**src/rtl/alu_writeback_if.sv**
```systemverilog
// alu_writeback_if: ALU result handshake, SREG feedback, register-file write port and hazard query
interface alu_writeback_if #(
   parameter int DATA_WIDTH = 8,
   parameter int ADDR_WIDTH = 5
);
   logic                  flush;
   logic                  in_valid;
   logic                  in_ready;
   logic [DATA_WIDTH-1:0] in_result;
   logic [ADDR_WIDTH-1:0] in_rd_addr;
   logic                  in_wr_reg;
   logic [DATA_WIDTH-1:0] in_flags;
   logic [DATA_WIDTH-1:0] in_flags_mask;
   logic [DATA_WIDTH-1:0] sreg;
   logic                  rf_we;
   logic [ADDR_WIDTH-1:0] rf_addr;
   logic [DATA_WIDTH-1:0] rf_data;
   logic                  rf_ready;
   logic [ADDR_WIDTH-1:0] q_addr;
   logic                  q_hit;
   logic                  busy;

   modport master (
      output flush, in_valid, in_result, in_rd_addr, in_wr_reg, in_flags, in_flags_mask, rf_ready, q_addr,
      input  in_ready, sreg, rf_we, rf_addr, rf_data, q_hit, busy
   );

   modport slave (
      input  flush, in_valid, in_result, in_rd_addr, in_wr_reg, in_flags, in_flags_mask, rf_ready, q_addr,
      output in_ready, sreg, rf_we, rf_addr, rf_data, q_hit, busy
   );
endinterface

```
**src/rtl/alu_writeback.sv**
```systemverilog
// alu_writeback: owns SREG, queues ALU results in order and drains them to the register file
module alu_writeback #(
   parameter int DATA_WIDTH = 8,
   parameter int ADDR_WIDTH = 5,
   parameter int DEPTH      = 2
) (
   input logic         clk,
   input logic         rst_n,
   alu_writeback_if.slave bus
);
   localparam int PW = $clog2(DEPTH);
   localparam int CW = $clog2(DEPTH + 1);

   logic [DATA_WIDTH-1:0] data_q [DEPTH];
   logic [ADDR_WIDTH-1:0] addr_q [DEPTH];
   logic [DEPTH-1:0]      wr_q;
   logic [DEPTH-1:0]      vld_q;
   logic [PW-1:0]         rd_ptr;
   logic [PW-1:0]         wr_ptr;
   logic [CW-1:0]         count;
   logic [DATA_WIDTH-1:0] sreg_q;
   logic                  head_valid;
   logic                  push;
   logic                  pop;
   logic                  hit;

   assign head_valid   = count != '0;
   assign bus.in_ready = (count < CW'(DEPTH)) && !bus.flush;
   assign push         = bus.in_valid && bus.in_ready;
   assign bus.rf_we    = head_valid && wr_q[rd_ptr];
   assign pop          = head_valid && (!wr_q[rd_ptr] || bus.rf_ready);
   assign bus.rf_addr  = head_valid ? addr_q[rd_ptr] : '0;
   assign bus.rf_data  = head_valid ? data_q[rd_ptr] : '0;
   assign bus.busy     = head_valid;
   assign bus.sreg     = sreg_q;
   assign bus.q_hit    = hit;

   // hazard: any queued register write targeting the queried address
   always_comb begin
      hit = 1'b0;
      for (int i = 0; i < DEPTH; i++)
         hit = hit | (vld_q[i] & wr_q[i] & (addr_q[i] == bus.q_addr));
   end

   // entry payload storage, written on push
   always_ff @(posedge clk) begin
      if (push) begin
         data_q[wr_ptr] <= bus.in_result;
         addr_q[wr_ptr] <= bus.in_rd_addr;
      end
   end

   // SREG, pointers, occupancy and entry flags; flush drops the queue but keeps SREG
   always_ff @(posedge clk or negedge rst_n) begin
      if (!rst_n) begin
         sreg_q <= '0;
         rd_ptr <= '0;
         wr_ptr <= '0;
         count  <= '0;
         vld_q  <= '0;
         wr_q   <= '0;
      end else if (bus.flush) begin
         rd_ptr <= '0;
         wr_ptr <= '0;
         count  <= '0;
         vld_q  <= '0;
      end else begin
         if (push) begin
            sreg_q       <= (sreg_q & ~bus.in_flags_mask) | (bus.in_flags & bus.in_flags_mask);
            wr_q[wr_ptr] <= bus.in_wr_reg;
            wr_ptr       <= wr_ptr + 1'b1;
         end
         if (pop) rd_ptr <= rd_ptr + 1'b1;
         for (int i = 0; i < DEPTH; i++) begin
            if (push && wr_ptr == PW'(i)) vld_q[i] <= 1'b1;
            else if (pop && rd_ptr == PW'(i)) vld_q[i] <= 1'b0;
         end
         count <= count + CW'(push) - CW'(pop);
      end
   end
endmodule

```
**src/flat_wrapper.sv**
```systemverilog
// flat-port wrapper written by rule: the top's interface ports become plain ports
module alu_writeback_flat 
#(
   parameter int DATA_WIDTH = 8,
   parameter int ADDR_WIDTH = 5,
   parameter int DEPTH      = 2
)
  (clk, rst_n, bus_flush, bus_in_valid, bus_in_result, bus_in_rd_addr, bus_in_wr_reg, bus_in_flags, bus_in_flags_mask, bus_rf_ready, bus_q_addr, bus_in_ready, bus_sreg, bus_rf_we, bus_rf_addr, bus_rf_data, bus_q_hit, bus_busy);
  alu_writeback_if #(.DATA_WIDTH(DATA_WIDTH), .ADDR_WIDTH(ADDR_WIDTH)) bus_i ();
  input logic clk;
  input logic rst_n;
  input wire logic [$bits(bus_i.flush)-1:0] bus_flush;
  input wire logic [$bits(bus_i.in_valid)-1:0] bus_in_valid;
  input wire logic [$bits(bus_i.in_result)-1:0] bus_in_result;
  input wire logic [$bits(bus_i.in_rd_addr)-1:0] bus_in_rd_addr;
  input wire logic [$bits(bus_i.in_wr_reg)-1:0] bus_in_wr_reg;
  input wire logic [$bits(bus_i.in_flags)-1:0] bus_in_flags;
  input wire logic [$bits(bus_i.in_flags_mask)-1:0] bus_in_flags_mask;
  input wire logic [$bits(bus_i.rf_ready)-1:0] bus_rf_ready;
  input wire logic [$bits(bus_i.q_addr)-1:0] bus_q_addr;
  output wire logic [$bits(bus_i.in_ready)-1:0] bus_in_ready;
  output wire logic [$bits(bus_i.sreg)-1:0] bus_sreg;
  output wire logic [$bits(bus_i.rf_we)-1:0] bus_rf_we;
  output wire logic [$bits(bus_i.rf_addr)-1:0] bus_rf_addr;
  output wire logic [$bits(bus_i.rf_data)-1:0] bus_rf_data;
  output wire logic [$bits(bus_i.q_hit)-1:0] bus_q_hit;
  output wire logic [$bits(bus_i.busy)-1:0] bus_busy;
  assign bus_i.flush = bus_flush;
  assign bus_i.in_valid = bus_in_valid;
  assign bus_i.in_result = bus_in_result;
  assign bus_i.in_rd_addr = bus_in_rd_addr;
  assign bus_i.in_wr_reg = bus_in_wr_reg;
  assign bus_i.in_flags = bus_in_flags;
  assign bus_i.in_flags_mask = bus_in_flags_mask;
  assign bus_i.rf_ready = bus_rf_ready;
  assign bus_i.q_addr = bus_q_addr;
  assign bus_in_ready = bus_i.in_ready;
  assign bus_sreg = bus_i.sreg;
  assign bus_rf_we = bus_i.rf_we;
  assign bus_rf_addr = bus_i.rf_addr;
  assign bus_rf_data = bus_i.rf_data;
  assign bus_q_hit = bus_i.q_hit;
  assign bus_busy = bus_i.busy;
  alu_writeback #(.DATA_WIDTH(DATA_WIDTH), .ADDR_WIDTH(ADDR_WIDTH), .DEPTH(DEPTH)) u_core (.clk(clk), .rst_n(rst_n), .bus(bus_i));
endmodule
```
**config.mk**
```make
export PLATFORM = sky130hd
export DESIGN_NAME = alu_writeback_flat
export DESIGN_NICKNAME = d
export VERILOG_FILES = /design/src/rtl/alu_writeback_if.sv /design/src/rtl/alu_writeback.sv /design/src/flat_wrapper.sv
export SDC_FILE = /design/constraint.sdc
export NUM_CORES = 1
export LEC_CHECK = 0
export CAP_MARGIN = 20
export CORE_UTILIZATION = 30
export DETAILED_ROUTE_END_ITERATION = 6
export GPL_TIMING_DRIVEN = 0
export SETUP_SLACK_MARGIN = 0.3
export SLEW_MARGIN = 25
export SYNTH_ARGS = -nofsm -noshare
export SYNTH_HDL_FRONTEND = slang
export SYNTH_SLANG_ARGS = --single-unit
export TNS_END_PERCENT = 30
```
**constraint.sdc**
```tcl
create_clock -name clk -period 2.9 [get_ports clk]
set_input_delay 0.435 -clock clk [delete_from_list [all_inputs] [get_ports clk]]
set_output_delay 0.435 -clock clk [all_outputs]
set_load 0.005 [all_outputs]
```
After elaboration in Yosys (flattened, before gate mapping)
Memory sizes are Yosys's and may differ from the RTL's.
Cells that the tools add are included.
{"block": "word_totals", "ram_bits": 26, "mem_count": 2, "regBits": 16, "out_inout_bits": 25}
{"block": "classes", "bitwise": 12, "n_mux": 19, "n_eq_ne": 2, "n_addsub": 4, "reduce_logical": 18, "order_cmp": 4}
{"name": "u_core.data_q", "depth": 2, "word_bits": 8, "rd": 1, "rd_ports_with_merged_regs": 0, "wr": 1, "line_no": "alu_writeback.sv:14", "source": "logic [DATA_WIDTH-1:0] data_q [DEPTH];"}
{"name": "u_core.addr_q", "depth": 2, "word_bits": 5, "rd": 3, "rd_ports_with_merged_regs": 0, "wr": 1, "line_no": "alu_writeback.sv:15", "source": "logic [ADDR_WIDTH-1:0] addr_q [DEPTH];"}
{"operator": "$and 8x8->8", "count": 2}
{"operator": "$mux 1", "count": 13}
{"operator": "$eq 5x5->1", "count": 2}
{"operator": "$logic_and 1x1->1", "count": 9}
{"operator": "$mux 8", "count": 1}
{"operator": "$not 8->8", "count": 1}
{"operator": "$or 8x8->8", "count": 1}
{"operator": "$reduce_bool 2->1", "count": 3}
{"operator": "$reduce_bool 3->1", "count": 2}
{"operator": "$mux 5", "count": 1}
{"operator": "$and 1x1->1", "count": 4}
{"operator": "$lt 1x2->1 const B", "count": 2}
{"operator": "$mux 2", "count": 2}
{"operator": "$not 1->1", "count": 3}
{"operator": "$add 1x1->1 const B", "count": 2}
{"operator": "$add 2x1->2", "count": 1}
{"operator": "$bwmux 2", "count": 1}
{"operator": "$logic_not 1->1", "count": 2}
{"operator": "$lt 2x2->1 const B", "count": 1}
{"operator": "$reduce_and 2->1", "count": 1}
{"operator": "$sub 2x1->2", "count": 1}
{"operator": "$demux 1 s1", "count": 1}
{"operator": "$ge 1x1->1 const B", "count": 1}
{"operator": "$logic_or 1x1->1", "count": 1}
{"operator": "$or 1x1->1", "count": 1}

Depth between registers and ports, before layout
Gate-level depths: netlist of the first run.
{"block": "depth", "ltp_word": 9, "ltp_mapped": 8}

Worst setup path before layout of the first run
No wires, ideal clock.
{"block": "synth_path", "path_kind": "reg-to-reg", "startpoint": "reg u_core.rd_ptr", "endpoint": "reg u_core.count[1]", "setup_ns": 0.069, "n_path_buf": 1, "arrival_time_ns": 1.896, "path_stages_with_launch": 8, "slack_ns": 0.935, "period_less_slack_ns": 1.965, "path_cell_list": "dfrtp_1 > buf_6 > mux2i_1 > nor2_1 > mux2_2 > ha_1 > or4_1 > nand3_1"}
{"block": "synth_via", "elab_chain_cells": 7}
{"item": "from (decl)", "line_no": "alu_writeback.sv:18", "source": "logic [PW-1:0] rd_ptr;"}
{"item": "from (signal assigned)", "line_no": "alu_writeback.sv:73", "source": "if (pop) rd_ptr <= rd_ptr + 1'b1;"}
{"item": "$mux 1 (not written as such) (2 in a row)", "line_no": "alu_writeback.sv:31", "source": "assign pop = head_valid && (!wr_q[rd_ptr] || bus.rf_ready);"}
{"item": "$logic_not 1->1", "line_no": "alu_writeback.sv:31"}
{"item": "$logic_or 1x1->1", "line_no": "alu_writeback.sv:31"}
{"item": "$logic_and 1x1->1", "line_no": "alu_writeback.sv:31"}
{"item": "$sub 2x1->2", "line_no": "alu_writeback.sv:78", "source": "count <= count + CW'(push) - CW'(pop);"}
{"item": "$mux 2", "line_no": "alu_writeback.sv:62", "source": "end else if (bus.flush) begin"}
{"item": "to (signal assigned)", "line_no": "alu_writeback.sv:78"}
{"item": "to (decl)", "line_no": "alu_writeback.sv:20", "source": "logic [CW-1:0] count;"}
Every way passes these cells. The select of a mux whose other input is x is not followed.
A chain may end at the register's enable or synchronous reset.

Final worst setup path of the first run
{"block": "layout_path", "startpoint": "reg u_core.count[1]", "endpoint": "out bus_rf_data[2]"}
{"block": "layout_via", "elab_chain_cells": 2}
{"item": "$reduce_bool 2->1", "line_no": "alu_writeback.sv:27", "source": "assign head_valid = count != '0;"}
{"item": "$mux 8", "line_no": "alu_writeback.sv:33", "source": "assign bus.rf_data = head_valid ? data_q[rd_ptr] : '0;"}
{"item": "to (decl)", "line_no": "flat_wrapper.sv:25", "source": "output wire logic [$bits(bus_i.rf_data)-1:0] bus_rf_data;"}
Every way passes these cells.

==> results of run 1 <==
==> per-stage QoR <==
| stage | power, mW | utilization [%] | setup slack [ns] |
|---|---|---|---|
| detailed placement | 1.01 | 43.8 | 0.451 |
| global placement | 1.00 | 43.8 | 0.422 |
| floorplan | 0.849 | - | 0.935 |
| CTS | 1.40 | 45.4 | 0.433 |
| global route | 1.46 | 45.4 | 0.334 |
| finish | 1.38 | 45.4 | 0.485 |
==> synth_stat cells <==
library cell / count / area share, %
nand2_1: 9 / 1.8
a211o_1: 1 / 0.46
inv_1: 4 / 0.78
mux2_4: 8 / 6.3
nor3b_2: 1 / 0.65
nor2_1: 20 / 3.9
buf_2: 1 / 0.26
ha_1: 1 / 0.65
nand4_1: 2 / 0.65
nand3_1: 3 / 0.78
mux2i_1: 14 / 7.3
dfrtp_1: 16 / 21
clkbuf_1: 1 / 0.20
o211ai_1: 1 / 0.39
nor4bb_1: 1 / 0.52
mux2_2: 4 / 2.4
o22ai_1: 1 / 0.33
a21oi_1: 1 / 0.26
nor2b_1: 4 / 1.3
nand2b_1: 1 / 0.33
a31oi_1: 1 / 0.33
a31o_2: 1 / 0.46
edfxtp_1: 26 / 41
xnor2_1: 11 / 5.0
buf_6: 2 / 1.2
a22oi_1: 1 / 0.39
o22a_1: 1 / 0.46
buf_4: 1 / 0.39
or4_1: 1 / 0.39
and2b_1: 1 / 0.39
==> logic make-up after synthesis <==
group	synth area share [%]
adders and majority gates	0.654
xor gates and xnor gates	5.04
buffers and inverters	2.81
and+or+nand+nor	10.7
DFF	61.7
AOI/OAI and AO/OA	3.07
muxes	16.0
==> final timing paths <==
| path | end | slack (ns) | cells after the start |
|---|---|---|---|
| max | bus_rf_data[2] | 0.49 | 4 |
| min | u_core.count[0]$_DFF_PN0_ | 0.33 | 2 |
| max reg2reg | u_core.count[1]$_DFF_PN0_ | 0.76 | 7 |
| min reg2reg | flip-flop | 0.51 | 1 |
| max in group asynchronous | u_core.wr_ptr$_DFFE_PN0P_ | 1.84 | 1 |
| min in group asynchronous | async pin | 0.58 | 1 |
==> power groups by stage <==
stage	clock network, mW	logic (mW)	registers [mW]
finish	0.390	0.273	0.717
global route	0.434	0.298	0.725
CTS	0.408	0.279	0.717
detailed placement	0	0.278	0.728
global placement	0	0.275	0.728
floorplan	0	0.124	0.726
==> layout by cell type (no fill, tap or decap), drive strengths merged, types with 2 or more instances in the layout <==
cell type      synthesis  routed
clkbuf                 1       6
nor2b                  4       4
inv                    4       5
xnor2                 11      11
nor2                  20      20
clkdlybuf4s50          0      63
nand3                  3       3
edfxtp                26      26
dfrtp                 16      16
mux2                  12      12
mux2i                 14      14
buf                    4       4
nand2                  9       9
nand4                  2       2
==> metal layers <==
| layer | vias to the layer above | share of wire [%] | track usage (%) |
|---|---|---|---|
| met5 | - | 0 | 0 |
| li1 | 636 | - | - |
| met4 | 0 | 1.6 | 5.09 |
| met1 | 613 | 42 | 16.3 |
| met2 | 22 | 53 | 21.3 |
| met3 | 7 | 3.6 | 3.00 |
==> cell type report <==
class	count	area share, %
Buffer	5	1.46
Sequential cell	42	43.2
Clock inverter	3	0.915
Timing Repair Buffer	63	23.1
Clock buffer	5	2.52
Multi-Input combinational cell	89	24.9
Inverter	4	0.549
Tap cell	75	3.43
==> worst register-to-register path: stages (launching register included) <==
cell	delay, ns
dfrtp_1	0.35
buf_6	0.15
mux2i_1	0.39
nor2_1	0.08
mux2_2	0.28
ha_1	0.23
or4_1	0.51
nand3_1	0.09
==> results.md, run 1 <==
- Outcome: finished clean
- Leakage Power: about 1.0 nW
- CP Data Arrival Time: ~2.0 ns
- Instance area after placement: ~2600 µm²
- Least-Margin Pin Slew: 0.761 ns
- Die outline area: 6700 µm²
- I/O Buffers: 63
- Worst hold start: bus_flush
- Antenna violations before repair: 0
- Root cell of the clock tree: clkbuf_8
- Count of endpoints failing hold in the final timing report: 0
- Hold-fix buffers at CTS: 0
- Largest net degree at the start of global routing: 17
- Tot GR Track Use: 12.9%
- Sequential Area: between 1000 and 1500 µm²
- Number of instances in the synthesized netlist: 140
- Total Nets Final: ~250
- Kind of path behind the tightest hold check: input port to flip-flop
- Required time reported for the critical path endpoint: approximately 2.5 ns
- Clock-pin slew on the worst setup and hold paths: ~0.090 ns
- Via count of the first global-routing pass: about 1300
- First-pass GRT wire length: between 6 and 7 mm
- Kind of critical path: flip-flop to primary output
- Area inside the core boundary: around 6000 µm²
- Flop pwr share: a little over half
- Via/cell ratio: 4.47
- Number of remaining DRC errors: 0
- Count of buffering cells on the critical path with inverters included: 2
- Share of total power in the clock network: between 20 and 30%
- IO Pins: 65
- Mapped cell area: 1910 µm²
- Max transition margin: 49.1%
- Combinational group share of total power: approximately a fifth
- Peak supply drop: about 0.00022 V
- Kind of cell with the highest combined delay on the critical path: buffers and inverters
- Syn_nets: 181
- Die outline width: between 80 and 90 µm
- Net switching power figure: 0.340 mW
- Maximum number of buffers from clock root to sink: 2
- Slowest-stage cell, CP: dfrtp_1
- Starting density of the core: a little under a third
- Delay of the slowest critical-path stage: 0.48 ns
- Endpoint class of the critical path: primary output
- Detailed-routing iteration count for the pre-antenna-repair pass: 4
- Global placement routability congestion: about 0.68
- Remaining number of nets flagged by the antenna check after routing: 0
- Synth Register Bits: 42
- Max Cap Viol: 0
- Post-layout minimum cycle time: between 2 and 2.5 ns
- Kind of launch point of the worst setup path: flip-flop
- Final setup vio count: 0
- Die height: between 80 and 90 µm
- Post-cts gate resize count: 2
- Worst hold-check slack: about 0.33 ns
- Number of core rows: 28
- Routed length per placed instance: 13.9 µm
- Skew final: between 0.006 and 0.007 ns
- Overall overflow remaining after global route: 0
- Slew Viols, Final: 0
- Maximum operating frequency: around 410 MHz
- Total wire length: between 3 and 4 mm
- Power Internal: ~1.0 mW
- Iteration-0 DRC Markers: 51
- Number of buffers created by CTS: 5
- Fraction of layout cells with a size suffix above 1: a little over an eighth
- Half-perimeter wire length of the detailed placement result: 2.97 mm
- Filler cell count: 594
- Synth Area per Inst: between 10 and 15 µm²
- ANT cells: 0
- Setup repair after global routing missed its margin: no
- Sequential share of the synthesized area: about three fifths
- Cells after DPL: between 200 and 300
- CP Launch Point: u_core.count[1]$_DFF_PN0_
- Cell Chain, Critical Path: nor2_2 -> clkbuf_2 -> nor2_1 -> clkdlybuf4s50_1
- Clock insertion delay at the later pin of the skew report: about 0.30 ns
- Area delta synth->final: 43.0%
- Final design instance area without fill: between 2000 and 3000 µm²
- Launch point of the worst reg-to-reg path: u_core.rd_ptr$_DFFE_PN0P_
- Post-CTS repair timing setup buffer count: 0
- Number of warnings issued by yosys: 0
- CTS tree: built
- Routed vias: approximately 1300
- CTS H-tree depth: 2
- Setup total negative slack: 0 ns
- Total power per unit cell area: 504 nW/µm²
- Switching fraction of total power: about a quarter
- Highest net fanout along the worst path: 10
- Non-filler instance count after layout: between 200 and 300
- CTS sink count: 42
- Cell variety after synth: 30
- Part of the cycle the worst path needs: 83.3%
- Multi-input logic area: ~700 µm²
Power figures use the tool's default switching activity.
==> inputs of run 2 (changes only) <==
Clock period 2.9 ns to 2.5 ns, I/O delays scaled along.
==> run 2 against run 1 <==
Clock power grew 16%; cell count grew 0.70%; global-route usage is essentially flat; die area is the same; critical path type unchanged.
==> results.md, run 2 (synthesis gave the netlist of run 1 again) <==
- Share of total power in the clock network: approximately 28%
- Maximum number of buffers from clock root to sink: 2
- Cells after DPL: roughly 280
- Least-Margin Pin Slew: 0.763 ns
- Power Internal: around 1.2 mW
- Worst Reg-to-Reg Cells: 7
- Area delta synth->final: 45.5%
- Non-filler instance count after layout: roughly 290
- Leakage Power: between 1 and 1.5 nW
- Required time reported for the critical path endpoint: roughly 2.1 ns
- Most used cells in the layout excluding fill and tap cells: clkdlybuf4s50_1, edfxtp_1, nor2_1, dfrtp_1, mux2i_1
- CTS tree: built
- Peak supply drop: between 0.0002 and 0.0003 V
- Post-route core utilization: between 40 and 50%
- Combinational group share of total power: between 20% and 30%
- Total wire length: approximately 4.0 mm
- Slowest-stage cell, CP: clkdlybuf4s50_1
- Half-perimeter wire length of the detailed placement result: slightly below 3 mm
- CTS H-tree depth: 2
- Starting density of the core: 31.7%
- ANT cells: 0
- Largest net degree at the start of global routing: 17
- Total power: 1.62 mW
- Kind of critical path: flip-flop to primary output
- Post-layout minimum cycle time: about 2.2 ns
- Routed vias: 1288
- Setup total negative slack: 0 ns
- Flop pwr share: between 50% and 60%
- Clock insertion delay at the later pin of the skew report: about 0.30 ns
- Number of remaining DRC errors: 0
- Overall overflow remaining after global route: 0
- Routed length per placed instance: around 14 µm
- Die outline width: slightly above 80 µm
- Root cell of the clock tree: clkbuf_8
- Via/cell ratio: roughly 4.5
- Slew Viols, Final: 0
- Switching fraction of total power: around a quarter
- Outcome: finished clean
- Delay of the slowest critical-path stage: just over 0.5 ns
- First-pass GRT wire length: 6.32 mm
- Tot GR Track Use: between 10% and 20%
- Number of core rows: 28
- Die outline area: ~6700 µm²
- Cell Chain, Critical Path: buf_6 -> buf_4 -> mux2i_1 -> nor2_1 -> clkdlybuf4s50_1
- Max transition margin: around 49%
- Kind of launch point of the worst setup path: flip-flop
- CP Data Arrival Time: 1.78 ns
- Kind of path behind the tightest hold check: input port to flip-flop
- Detailed-routing iteration count for the pre-antenna-repair pass: 4
- Endpoint class of the critical path: primary output
- Iteration-0 DRC Markers: 37
- Skew final: about 0.0074 ns
- Final setup vio count: 0
- Setup repair after global routing missed its margin: yes
- Global placement routability congestion: 0.683
- I/O Buffers: 63
- Clock-pin slew on the worst setup and hold paths: ~0.09 ns
- Hold-fix buffers at CTS: 0
- CTS sink count: 42
- Maximum operating frequency: around 460 MHz
- Leading cell type in the layout, fill and taps excluded: clkdlybuf4s50_1
- Remaining number of nets flagged by the antenna check after routing: 0
- Filler cell count: approximately 590
- Die height: between 80 and 90 µm
- Antenna violations before repair: 0
- Count of endpoints failing hold in the final timing report: 0
- Highest net fanout along the worst path: 10
- Net switching power figure: between 0.4 and 0.5 mW
- Part of the cycle the worst path needs: 86.1%
- Area inside the core boundary: 6030 µm²
- Fraction of layout cells with a size suffix above 1: between 15 and 20%
- Worst Hold Path Cells: 2
- Total power per unit cell area: 581 nW/µm²
- Max Cap Viol: 0
- Via count of the first global-routing pass: about 1300
- IO Pins: 65
- Total Nets Final: roughly 250
- Number of buffers created by CTS: 5
==> run 2: path summary, 6_finish.rpt <==
check	start	endpoint	slack, ns
worst max-delay path	u_core.rd_ptr$_DFFE_PN0P_	bus_rf_data[4]	0.35
max in group asynchronous	rst_n	u_core.count[1]$_DFF_PN0_	1.46
worst min-delay path	bus_flush	u_core.count[0]$_DFF_PN0_	0.27
worst max register to register	u_core.rd_ptr$_DFFE_PN0P_	u_core.count[1]$_DFF_PN0_	0.42
min in group asynchronous	rst_n	async pin	0.52
worst min register to register	flip-flop	flip-flop	0.51
==> run 2: layout make-up <==
type / count / area [µm²] / area share [%]
Tap cell: 75 / 93.8 / 3.37
Sequential cell: 42 / 1180 / 42.5
Clock buffer: 5 / 68.8 / 2.47
Multi-Input combinational cell: 89 / 704 / 25.3
Clock inverter: 3 / 25.0 / 0.899
Inverter: 4 / 15.0 / 0.540
Buffer: 5 / 45.0 / 1.62
Timing Repair Buffer: 65 / 648 / 23.3
==> run 2: critical path, delay by kind of cell (launching register included) <==
kind,cells,cell delay (ns)
buffers and inverters,3,0.86
muxes,1,0.13
DFF,1,0.38
and+or+nand+nor,1,0.12
==> run 2: power by group through the flow <==
stage	Sequential (mW)	Combinational, mW	Clock (mW)
after floorplan	0.842	0.143	0
after global placement	0.844	0.320	0
after detailed placement	0.844	0.323	0
after CTS	0.833	0.326	0.474
after global routing	0.846	0.358	0.504
final	0.836	0.329	0.452
==> run 2: routing by layer <==
layer	wire length, µm	GRT usage [%]	vias up
met3	137	3.00	2
met2	2170	21.4	23
met4	33	5.09	0
met5	0	0	-
li1	-	-	639
met1	1690	16.3	624
==> run 2: per-stage QoR <==
step / instance area [µm²] / setup WS, ns / hold slack [ns]
6_report: 2780 / 0.348 / 0.272
4_1_cts: 2750 / 0.237 / 0.254
2_1_floorplan: 1910 / 0.535 / 0.0794
3_5_place_dp: 2640 / 0.111 / 0.496
5_1_grt: 2780 / 0.250 / 0.272
3_3_place_gp: 2640 / 0.0820 / 0.492
==> run 2: repair_timing <==
action	4_1_cts	5_1_grt
resized for setup	6	5
buffers inserted	0	2
endpoints found under the setup margin	16	13
pin swaps	1	3
